==> src/rtl/mem_stage.sv <==
// mem_stage: memory-access pipeline stage between EX and WB.
// Registers the EX->MEM handover, waits for the data_sram response of a load/store,
// extracts and extends load data, and selects the final result (load, mul or ALU).
// Responses that belong to flushed instructions are counted and dropped.
//
// Configuration macro: MEM_LOAD_BYPASS_EN
//   defined   : byp_stall = valid & res_from_mem & ~ready_go (load data forwarded on data_ok)
//   undefined : byp_stall = valid & res_from_mem (loads never forwarded from MEM)
//
// Ports:
//   clk, reset            clock, synchronous active-high reset
//   ex_*                  instruction fields offered by EX (ex_valid = handover offered)
//   mul_result            multiplier output during the instruction's MEM cycle
//   data_sram_data_ok/_rdata  response strobe and data
//   flush                 kills MEM contents
//   wb_allow_in           WB can accept
//   mem_allow_in          MEM can accept from EX
//   mem_exc               store suppression to EX
//   wb_*                  handover to WB (also the bypass path)
//   byp_stall             ID must stall a consumer of wb_rf_waddr
module mem_stage (
  input  logic        clk,
  input  logic        reset,
  input  logic        ex_valid,
  input  logic        ex_wait_data_ok,
  input  logic [4:0]  ex_ld_ctrl,
  input  logic        ex_res_from_mem,
  input  logic        ex_mul,
  input  logic [31:0] ex_result,
  input  logic [31:0] mul_result,
  input  logic        ex_rf_we,
  input  logic [4:0]  ex_rf_waddr,
  input  logic [31:0] ex_pc,
  input  logic [15:0] ex_ebus,
  input  logic        data_sram_data_ok,
  input  logic [31:0] data_sram_rdata,
  input  logic        flush,
  input  logic        wb_allow_in,
  output logic        mem_allow_in,
  output logic        mem_exc,
  output logic        wb_valid,
  output logic        wb_rf_we,
  output logic [4:0]  wb_rf_waddr,
  output logic [31:0] wb_result,
  output logic [31:0] wb_pc,
  output logic [15:0] wb_ebus,
  output logic        byp_stall
);

  logic        valid_q, valid_d;
  logic        wait_q, wait_d;
  logic [4:0]  ld_ctrl_q, ld_ctrl_d;
  logic        res_from_mem_q, res_from_mem_d;
  logic        mul_q, mul_d;
  logic [31:0] result_q, result_d;
  logic        rf_we_q, rf_we_d;
  logic [4:0]  rf_waddr_q, rf_waddr_d;
  logic [31:0] pc_q, pc_d;
  logic [15:0] ebus_q, ebus_d;
  logic        got_q, got_d;
  logic [31:0] rbuf_q, rbuf_d;
  logic [1:0]  discard_q, discard_d;

  logic        ready_go;
  logic        leaving;
  logic        capture;
  logic        disc_inc;
  logic        disc_dec;
  logic [31:0] rdata_sel;
  logic [7:0]  byte_v;
  logic [15:0] half_v;
  logic [31:0] load_data;

  // A data_ok is ours only when no flushed response is still outstanding.
  assign ready_go     = ~wait_q | got_q | (data_sram_data_ok & (discard_q == 2'd0));
  assign mem_allow_in = ~valid_q | (ready_go & wb_allow_in);
  assign wb_valid     = valid_q & ready_go & ~flush;
  assign leaving      = wb_valid & wb_allow_in;
  assign capture      = ex_valid & mem_allow_in;
  assign mem_exc      = valid_q & (|ebus_q) & ~flush;
  assign wb_rf_we     = valid_q & rf_we_q;
  assign wb_rf_waddr  = rf_waddr_q;
  assign wb_pc        = pc_q;
  assign wb_ebus      = ebus_q;

  assign disc_inc = flush & valid_q & wait_q & ~got_q & ~data_sram_data_ok &
                    (discard_q != 2'd3);
  assign disc_dec = data_sram_data_ok & (discard_q != 2'd0);

  always_comb begin
    valid_d        = valid_q;
    wait_d         = wait_q;
    ld_ctrl_d      = ld_ctrl_q;
    res_from_mem_d = res_from_mem_q;
    mul_d          = mul_q;
    result_d       = result_q;
    rf_we_d        = rf_we_q;
    rf_waddr_d     = rf_waddr_q;
    pc_d           = pc_q;
    ebus_d         = ebus_q;
    got_d          = got_q;
    rbuf_d         = rbuf_q;
    discard_d      = discard_q;

    if (capture) begin
      valid_d        = 1'b1;
      wait_d         = ex_wait_data_ok;
      ld_ctrl_d      = ex_ld_ctrl;
      res_from_mem_d = ex_res_from_mem;
      mul_d          = ex_mul;
      result_d       = ex_result;
      rf_we_d        = ex_rf_we;
      rf_waddr_d     = ex_rf_waddr;
      pc_d           = ex_pc;
      ebus_d         = ex_ebus;
    end else if ((wb_allow_in & ready_go) | flush) begin
      valid_d = 1'b0;
    end

    // Hold a response that arrives while WB cannot take the instruction.
    if (flush | leaving) begin
      got_d = 1'b0;
    end else if (data_sram_data_ok & (discard_q == 2'd0) & valid_q & wait_q & ~got_q) begin
      got_d  = 1'b1;
      rbuf_d = data_sram_rdata;
    end

    if (disc_inc & ~disc_dec) begin
      discard_d = discard_q + 2'd1;
    end else if (disc_dec & ~disc_inc) begin
      discard_d = discard_q - 2'd1;
    end
  end

  assign rdata_sel = got_q ? rbuf_q : data_sram_rdata;

  always_comb begin
    case (result_q[1:0])
      2'd0:    byte_v = rdata_sel[7:0];
      2'd1:    byte_v = rdata_sel[15:8];
      2'd2:    byte_v = rdata_sel[23:16];
      default: byte_v = rdata_sel[31:24];
    endcase
    half_v = result_q[1] ? rdata_sel[31:16] : rdata_sel[15:0];

    // ld_ctrl = {ld_w, ld_bu, ld_b, ld_hu, ld_h}
    case (ld_ctrl_q)
      5'b01000: load_data = {24'd0, byte_v};
      5'b00100: load_data = {{24{byte_v[7]}}, byte_v};
      5'b00010: load_data = {16'd0, half_v};
      5'b00001: load_data = {{16{half_v[15]}}, half_v};
      default:  load_data = rdata_sel;
    endcase

    if (res_from_mem_q) begin
      wb_result = load_data;
    end else if (mul_q) begin
      wb_result = mul_result;
    end else begin
      wb_result = result_q;
    end
  end

`ifdef MEM_LOAD_BYPASS_EN
  assign byp_stall = valid_q & res_from_mem_q & ~ready_go;
`else
  assign byp_stall = valid_q & res_from_mem_q;
`endif

  always_ff @(posedge clk) begin
    if (reset) begin
      valid_q        <= 1'b0;
      wait_q         <= 1'b0;
      ld_ctrl_q      <= 5'd0;
      res_from_mem_q <= 1'b0;
      mul_q          <= 1'b0;
      result_q       <= 32'd0;
      rf_we_q        <= 1'b0;
      rf_waddr_q     <= 5'd0;
      pc_q           <= 32'd0;
      ebus_q         <= 16'd0;
      got_q          <= 1'b0;
      rbuf_q         <= 32'd0;
      discard_q      <= 2'd0;
    end else begin
      valid_q        <= valid_d;
      wait_q         <= wait_d;
      ld_ctrl_q      <= ld_ctrl_d;
      res_from_mem_q <= res_from_mem_d;
      mul_q          <= mul_d;
      result_q       <= result_d;
      rf_we_q        <= rf_we_d;
      rf_waddr_q     <= rf_waddr_d;
      pc_q           <= pc_d;
      ebus_q         <= ebus_d;
      got_q          <= got_d;
      rbuf_q         <= rbuf_d;
      discard_q      <= discard_d;
    end
  end

endmodule
==> config.mk <==
export PLATFORM = sky130hd
export DESIGN_NAME = mem_stage
export DESIGN_NICKNAME = d
export VERILOG_FILES = /design/src/rtl/mem_stage.sv
export SDC_FILE = /design/constraint.sdc
export NUM_CORES = 1
export LEC_CHECK = 0
export BUFFER_PORTS_ARGS = -buffer_cell sky130_fd_sc_hd__buf_2
export CAP_MARGIN = 20
export CORE_MARGIN = 1.5
export CORE_UTILIZATION = 49
export CTS_BUF_LIST = sky130_fd_sc_hd__clkbuf_16
export CTS_CLUSTER_DIAMETER = 120
export DETAILED_ROUTE_END_ITERATION = 16
export GPL_TIMING_DRIVEN = 0
export PLACE_DENSITY = 0.78
export REMOVE_ABC_BUFFERS = 1
export SYNTH_ARGS = -nofsm -noshare
export SYNTH_HDL_FRONTEND = slang
export SYNTH_SLANG_ARGS = --single-unit
==> constraint.sdc <==
create_clock -name clk -period 3.8 [get_ports clk]
set_clock_uncertainty 0.2 [all_clocks]
set_input_delay 0.76 -clock clk [delete_from_list [all_inputs] [get_ports clk]]
set_output_delay 0.76 -clock clk [all_outputs]
set_load 0.03 [all_outputs]
# --- Word level (Yosys, flattened, before mapping) ---
# Cells that the tools add are included.
word_totals:
  memories: 0
  rom_bits: 0
  mem_bits_rw: 0
  reg_bits: 130
  elab_cells: 74
  out_inout_bits: 90
  latchBits: 0
op_classes:
  eq_ne: 7
  n_lt_le_gt_ge: 0
  shifts: 0
  mux: 10
  n_mul: 0
  bitwise_logic: 34
  n_reduce_logical: 8
  n_div: 0
  addsub: 2
ops:
  columns: ["operator", "count"]
  rows:
  - ["$pmux W32 S4", 1]
  - ["$mux W32", 3]
  - ["$pmux W8 S3", 1]
  - ["$and A1 B1 Y1", 21]
  - ["$mux W16", 1]
  - ["$reduce_or A16 Y1", 1]
  - ["$not A1 Y1", 8]
  - ["$reduce_bool A2 Y1", 3]
  - ["$eq A5 B1 Y1 const B", 1]
  - ["$eq A5 B2 Y1 const B", 1]
  - ["$eq A5 B3 Y1 const B", 1]
  - ["$eq A5 B4 Y1 const B", 1]
  - ["$or A1 B1 Y1", 5]
  - ["$logic_not A2 Y1", 2]
  - ["$mux W2", 2]
  - ["$add A2 B1 Y2 const B", 1]
  - ["$eq A2 B1 Y1 const B", 1]
  - ["$eq A2 B2 Y1 const B", 1]
  - ["$mux W1", 2]
  - ["$ne A2 B2 Y1 const B", 1]
  - ["$reduce_and A2 Y1", 1]
  - ["$reduce_or A2 Y1", 1]
  - ["$sub A2 B1 Y2 const B", 1]

# --- Logic depth before layout (Yosys ltp) ---
depth:
  depth_word: 9
  ltp_mapped: 9
  ltp_nobuf: 7

# --- Least setup slack after synthesis ---
# Ideal clock, no wire load.
synth_path:
  kind: "input to output"
  start: "input port data_sram_rdata[15]"
  end: "output port wb_result[22]"
  arrival_time_ps: 2330
  t_required_ps: 2840
  cell_stages: 6
  path_slack_ps: 510
  path_cell_list: "mux2_4 mux4_2 a41oi_4 o31a_4 buf_12 a22oi_2"
synth_between:
  elab_chain_cells: 4
synth_lines:
  columns: ["element", "line", "text"]
  rows:
  - ["start: declaration", "36", "input logic [31:0] data_sram_rdata,"]
  - ["$mux W32 *", "135", "assign rdata_sel = got_q ? rbuf_q : data_sram_rdata;"]
  - ["$pmux W8 S3 / $mux W16 (equally long branches)", "138, 144", null]
  - ["$pmux W32 S4 *", "147", "case (ld_ctrl_q)"]
  - ["$mux W32 *", "155", "if (res_from_mem_q) begin"]
  - ["end: declaration", "44", "output logic [31:0] wb_result,"]
# Mark *: on every way between the ends. The rest lies on a longest branch, timed or not.

# --- Worst setup path after layout ---
layout_path:
  start: "register got_q"
  end: "output port wb_result[21]"
layout_between:
  elab_chain_cells: 4
layout_lines:
  columns: ["element", "line", "text"]
  rows:
  - ["start: declaration", "60", "logic got_q, got_d;"]
  - ["start signal: assignment", "196", "got_q <= got_d;"]
  - ["$mux W32 *", "135", null]
  - ["$pmux W8 S3 / $mux W16 (equally long branches)", "138, 144", null]
  - ["$pmux W32 S4 *", "147", null]
  - ["$mux W32 *", "155", null]
# Marked as above.

==> impl_metrics.prom <==
# TYPE chip_impl_metric gauge
chip_impl_info{name="critical-path-top-delay-family",value="multiplexers"} 1
chip_impl_metric{name="cp.depth",unit=""} 8
chip_impl_metric{name="vias_per_cell",unit=""} 5.460
chip_impl_info{name="cts_tree",value="done"} 1
chip_impl_metric{name="timing.max_cap.violations",unit=""} 0
chip_impl_metric{name="worst-slew-pin-transition",unit="ns"} 0.7290
chip_impl_metric{name="first_pass_iters",unit=""} 5
chip_impl_metric{name="initial_utilization",unit=""} 0.5084
chip_impl_metric{name="grt_remaining_overflow",unit=""} 0
chip_impl_metric{name="final_instance_area",unit="µm²"} 8731
chip_impl_info{name="final_cell_mix",value="buf_2 (251), dfxtp_1 (127), mux2i_1 (126)"} 1
chip_impl_metric{name="final_period_minus_worst_setup_slack",unit="ns"} 3.727
chip_impl_metric{name="r2r_setup_slack",unit="ns"} 0.99
chip_impl_metric{name="worst_skew_late_latency",unit="ns"} 0.42
chip_impl_info{name="critPathLaunchType",value="flip-flop"} 1
chip_impl_info{name="timing.rr.start",value="got_q"} 1
chip_impl_info{name="rsz_0062_raised_after_global_routing",value="no"} 1
chip_impl_metric{name="num-nets-final",unit=""} 1088
chip_impl_metric{name="yosysWarnings",unit=""} 0
chip_impl_metric{name="setup_viol_count_final",unit=""} 0
chip_impl_metric{name="ys_types",unit=""} 43
chip_impl_metric{name="finalWeightedCongestion",unit=""} 0.7581
chip_impl_metric{name="wl_per_cell",unit="µm"} 17.57
chip_impl_metric{name="wl",unit="µm"} 19470
chip_impl_metric{name="max_slew_margin",unit=""} 0.5140
chip_impl_metric{name="asyncSetResetFlopFracSynth",unit=""} 0
chip_impl_metric{name="synth.cell_area",unit="µm²"} 6520
chip_impl_metric{name="hold_viol",unit=""} 0
chip_impl_metric{name="clkSinkCount",unit=""} 130
chip_impl_metric{name="place_hpwl",unit="µm"} 13440
chip_impl_metric{name="vias",unit=""} 6050
chip_impl_info{name="ys_dominant_reg_cell",value="dfxtp_1"} 1
chip_impl_metric{name="pin_count",unit=""} 254
chip_impl_metric{name="detail-route-antenna-nets",unit=""} 0
chip_impl_metric{name="final_cell_count_no_fill",unit=""} 1108
chip_impl_metric{name="critPathRequiredTime",unit="ns"} 2.84
chip_impl_metric{name="grt_usage",unit=""} 0.2734
chip_impl_metric{name="critical_path.max_stage_delay",unit="ns"} 0.51
chip_impl_metric{name="total_of_hold_buffers_inserted_after_clock_tree_synthesis",unit=""} 0
chip_impl_metric{name="period_share",unit=""} 0.9809
chip_impl_metric{name="max-vdd-ir-drop",unit="µV"} 395.4
chip_impl_metric{name="maxSlewViolCount",unit=""} 0
chip_impl_metric{name="initial_antenna_violation_count",unit=""} 1
chip_impl_metric{name="total_leakage_power",unit="nW"} 3.992
chip_impl_metric{name="floorplan.core_area",unit="µm²"} 12820
chip_impl_metric{name="die-height",unit="µm"} 118.4
chip_impl_metric{name="grt_max_degree",unit=""} 67
chip_impl_info{name="worstSetupPathType",value="flip-flop to output port"} 1
chip_impl_metric{name="worstRegToRegCells",unit=""} 9
chip_impl_metric{name="final.fill_count",unit=""} 1035
chip_impl_metric{name="clock_tree_buf_depth",unit=""} 2
chip_impl_metric{name="placement_rows",unit=""} 41
chip_impl_info{name="endpoint",value="wb_result[21]"} 1
chip_impl_metric{name="fmaxAchievable",unit="GHz"} 0.2683
chip_impl_metric{name="synthToLayoutAreaGrowth",unit="%"} 33.91
chip_impl_metric{name="detailedRoute.firstIterationViolations",unit=""} 393
chip_impl_info{name="result_of_the_run",value="completed"} 1
chip_impl_info{name="final_common_cell",value="buf_2"} 1
chip_impl_metric{name="antenna_cells_inserted",unit=""} 0
chip_impl_info{name="end_kind",value="output port"} 1
chip_impl_metric{name="cts_clk_pin_slew_worst_paths",unit="ns"} 0.06
chip_impl_info{name="timing.critical_path.slowest_stage_cell",value="mux4_2"} 1
chip_impl_info{name="worst_r2r_endpoint",value="wb_pc[26]"} 1
chip_impl_metric{name="layout.core_utilization",unit=""} 0.6808
chip_impl_metric{name="tritoncts.num_buffers",unit=""} 17
chip_impl_info{name="critical_path.cell_chain",value="buf_12 > mux2_2 > mux4_2 > a41oi_4 > o31a_4 > buf_12 > a22oi_1 > buf_2"} 1
chip_impl_metric{name="cts-htree-levels",unit=""} 4
chip_impl_metric{name="power-per-cell-area",unit="nW/µm²"} 451.8
chip_impl_metric{name="total_of_flip_flops_plus_latches_after_synthesis",unit=""} 130
chip_impl_metric{name="critPathMaxFanout",unit=""} 15
chip_impl_info{name="min-delay-path-class",value="flip-flop to flip-flop"} 1
chip_impl_metric{name="netlist_instances",unit=""} 687
chip_impl_metric{name="syn_avg_cell_area",unit="µm²"} 9.491
chip_impl_metric{name="synth-edff-count",unit=""} 0
chip_impl_metric{name="path_buf_inv",unit=""} 3
chip_impl_metric{name="first_global_vias",unit=""} 6021
chip_impl_info{name="crit_start",value="got_q"} 1
chip_impl_metric{name="grt_pass1_wl",unit="µm"} 30290
chip_impl_info{name="worst_path_most_repeated_cell",value="buf_12"} 1
chip_impl_metric{name="detail_route.drc_violations",unit=""} 0
chip_impl_metric{name="crit_arrival",unit="ns"} 2.77
chip_impl_metric{name="numPlacedInstances",unit=""} 1070
chip_impl_metric{name="synth.yosys.seq_area_share",unit=""} 0.3992
chip_impl_info{name="cts_root_buffer",value="clkbuf_16"} 1
chip_impl_metric{name="die_extent_in_x",unit="µm"} 118.4
chip_impl_metric{name="final_layout_size_suffix_gt1_frac",unit=""} 0.3985
chip_impl_metric{name="numPortBuffers",unit=""} 253
chip_impl_metric{name="placedInstanceArea",unit="µm²"} 8040
chip_impl_metric{name="design.die.area",unit="µm²"} 14010
-- routing by layer --
layer / share of wire / vias up / global-route usage
li1: - / 2907 / -
met1: 0.38 / 2830 / 0.3051
met2: 0.50 / 269 / 0.4786
met3: 0.088 / 42 / 0.09411
met4: 0.024 / 2 / 0.1029
met5: 0.00062 / - / 0
-- where the power goes --
part | switching (mW) | leakage, nW | internal (mW) | total (mW)
sequential | 0.0628 | 1.07 | 1.43 | 1.50
combinational | 0.490 | 2.65 | 0.339 | 0.829
clock | 0.649 | 0.280 | 0.970 | 1.62
total | 1.20 | 3.99 | 2.74 | 3.94
-- cells by family (layout without fill, tap and decap cells) --
family                     Yosys count  in the layout  share of synthesized area
adders and majority gates            1              1                   0.001919
buffers and inverters               59            308                    0.04087
xor gates and xnor gates             5              5                   0.006718
AOI/OAI and AO/OA                   96             96                     0.1096
and+or+nand+nor                    223            223                     0.1401
DFF                                130            130                     0.3992
muxes                              173            173                     0.3017
-- tightest hold or removal path, stage by stage (launching register included) --
cell and delay (ns):
dfxtp_1 0.31, nand2_1 0.05, a21oi_1 0.05
-- cells in the mapped netlist (all sizes together) (2+ instances only) --
| cell | count | area (µm²) |
|---|---|---|
| dfxtp | 130 | 2603 |
| mux2i | 126 | 1261 |
| nor2 | 109 | 409.1 |
| nand2 | 90 | 337.8 |
| clkbuf | 44 | 165.2 |
| a22oi | 38 | 335.3 |
| a21oi | 35 | 175.2 |
| mux2 | 32 | 367.9 |
| mux4 | 15 | 337.8 |
| buf | 13 | 93.84 |
| a221oi | 8 | 70.07 |
| nor4 | 7 | 50.05 |
| o21ai | 5 | 25.02 |
| and2 | 4 | 25.02 |
| xor2 | 3 | 26.28 |
| a31oi | 2 | 12.51 |
| a41oi | 2 | 36.29 |
| nand2b | 2 | 12.51 |
| nand3 | 2 | 10.01 |
| nor3b | 2 | 15.01 |
| nor4b | 2 | 17.52 |
| xnor2 | 2 | 17.52 |
-- cell type report --
| type | instances | area (µm²) | area share |
|---|---|---|---|
| inverters | 2 | 8.758 | 0.001003 |
| clock buffers | 17 | 425.4 | 0.04872 |
| well taps | 172 | 215.2 | 0.02465 |
| repair buffers | 274 | 1640 | 0.1879 |
| flip-flops and latches | 130 | 2609 | 0.2988 |
| clock inverters | 15 | 157.7 | 0.01806 |
| multi-input cells | 498 | 3675 | 0.4209 |
-- worst min path at each step --
stage                           from  depth (start not counted)          to  slack [ns]
final                     rbuf_q[31]                          2  rbuf_q[31]        0.26
after CTS                 rbuf_q[15]                          2  rbuf_q[15]        0.26
after global placement     rbuf_q[7]                          2   rbuf_q[7]        0.24
after global routing      rbuf_q[31]                          2  rbuf_q[31]        0.28
after floorplan           rbuf_q[31]                          2  rbuf_q[31]        0.22
after detailed placement  rbuf_q[15]                          2  rbuf_q[15]        0.25
-- state kept, by name, indices dropped and copies added (netlist names) --
signal          count
rbuf_q             32
result_q           32
wb_pc              32
wb_ebus            16
ld_ctrl_q           5
wb_rf_waddr         5
discard_q           2
got_q               1
mul_q               1
res_from_mem_q      1
rf_we_q             1
valid_q             1
wait_q              1
-- metrics by stage --
step           worst slack, ns  TNS [ns]  power [mW]  hold WS [ns]
2_1_floorplan           -8.930   -844.12       2.097        0.2223
3_3_place_gp            -12.72  -1296.60       2.397        0.2363
3_5_place_dp           -0.2409    -3.521       2.337        0.2499
4_1_cts                0.02402         0       3.962        0.2580
5_1_grt               0.005879         0       4.089        0.2762
6_report               0.07275         0       3.944        0.2599
-- timing repair --
action,in CTS,in global routing
pin swaps,1,1
setup endpoints to repair,25,28
gates cloned,1,0
buffers inserted,5,0
gates resized for setup,1,5
Note: power is estimated with default switching activity, not from simulation.
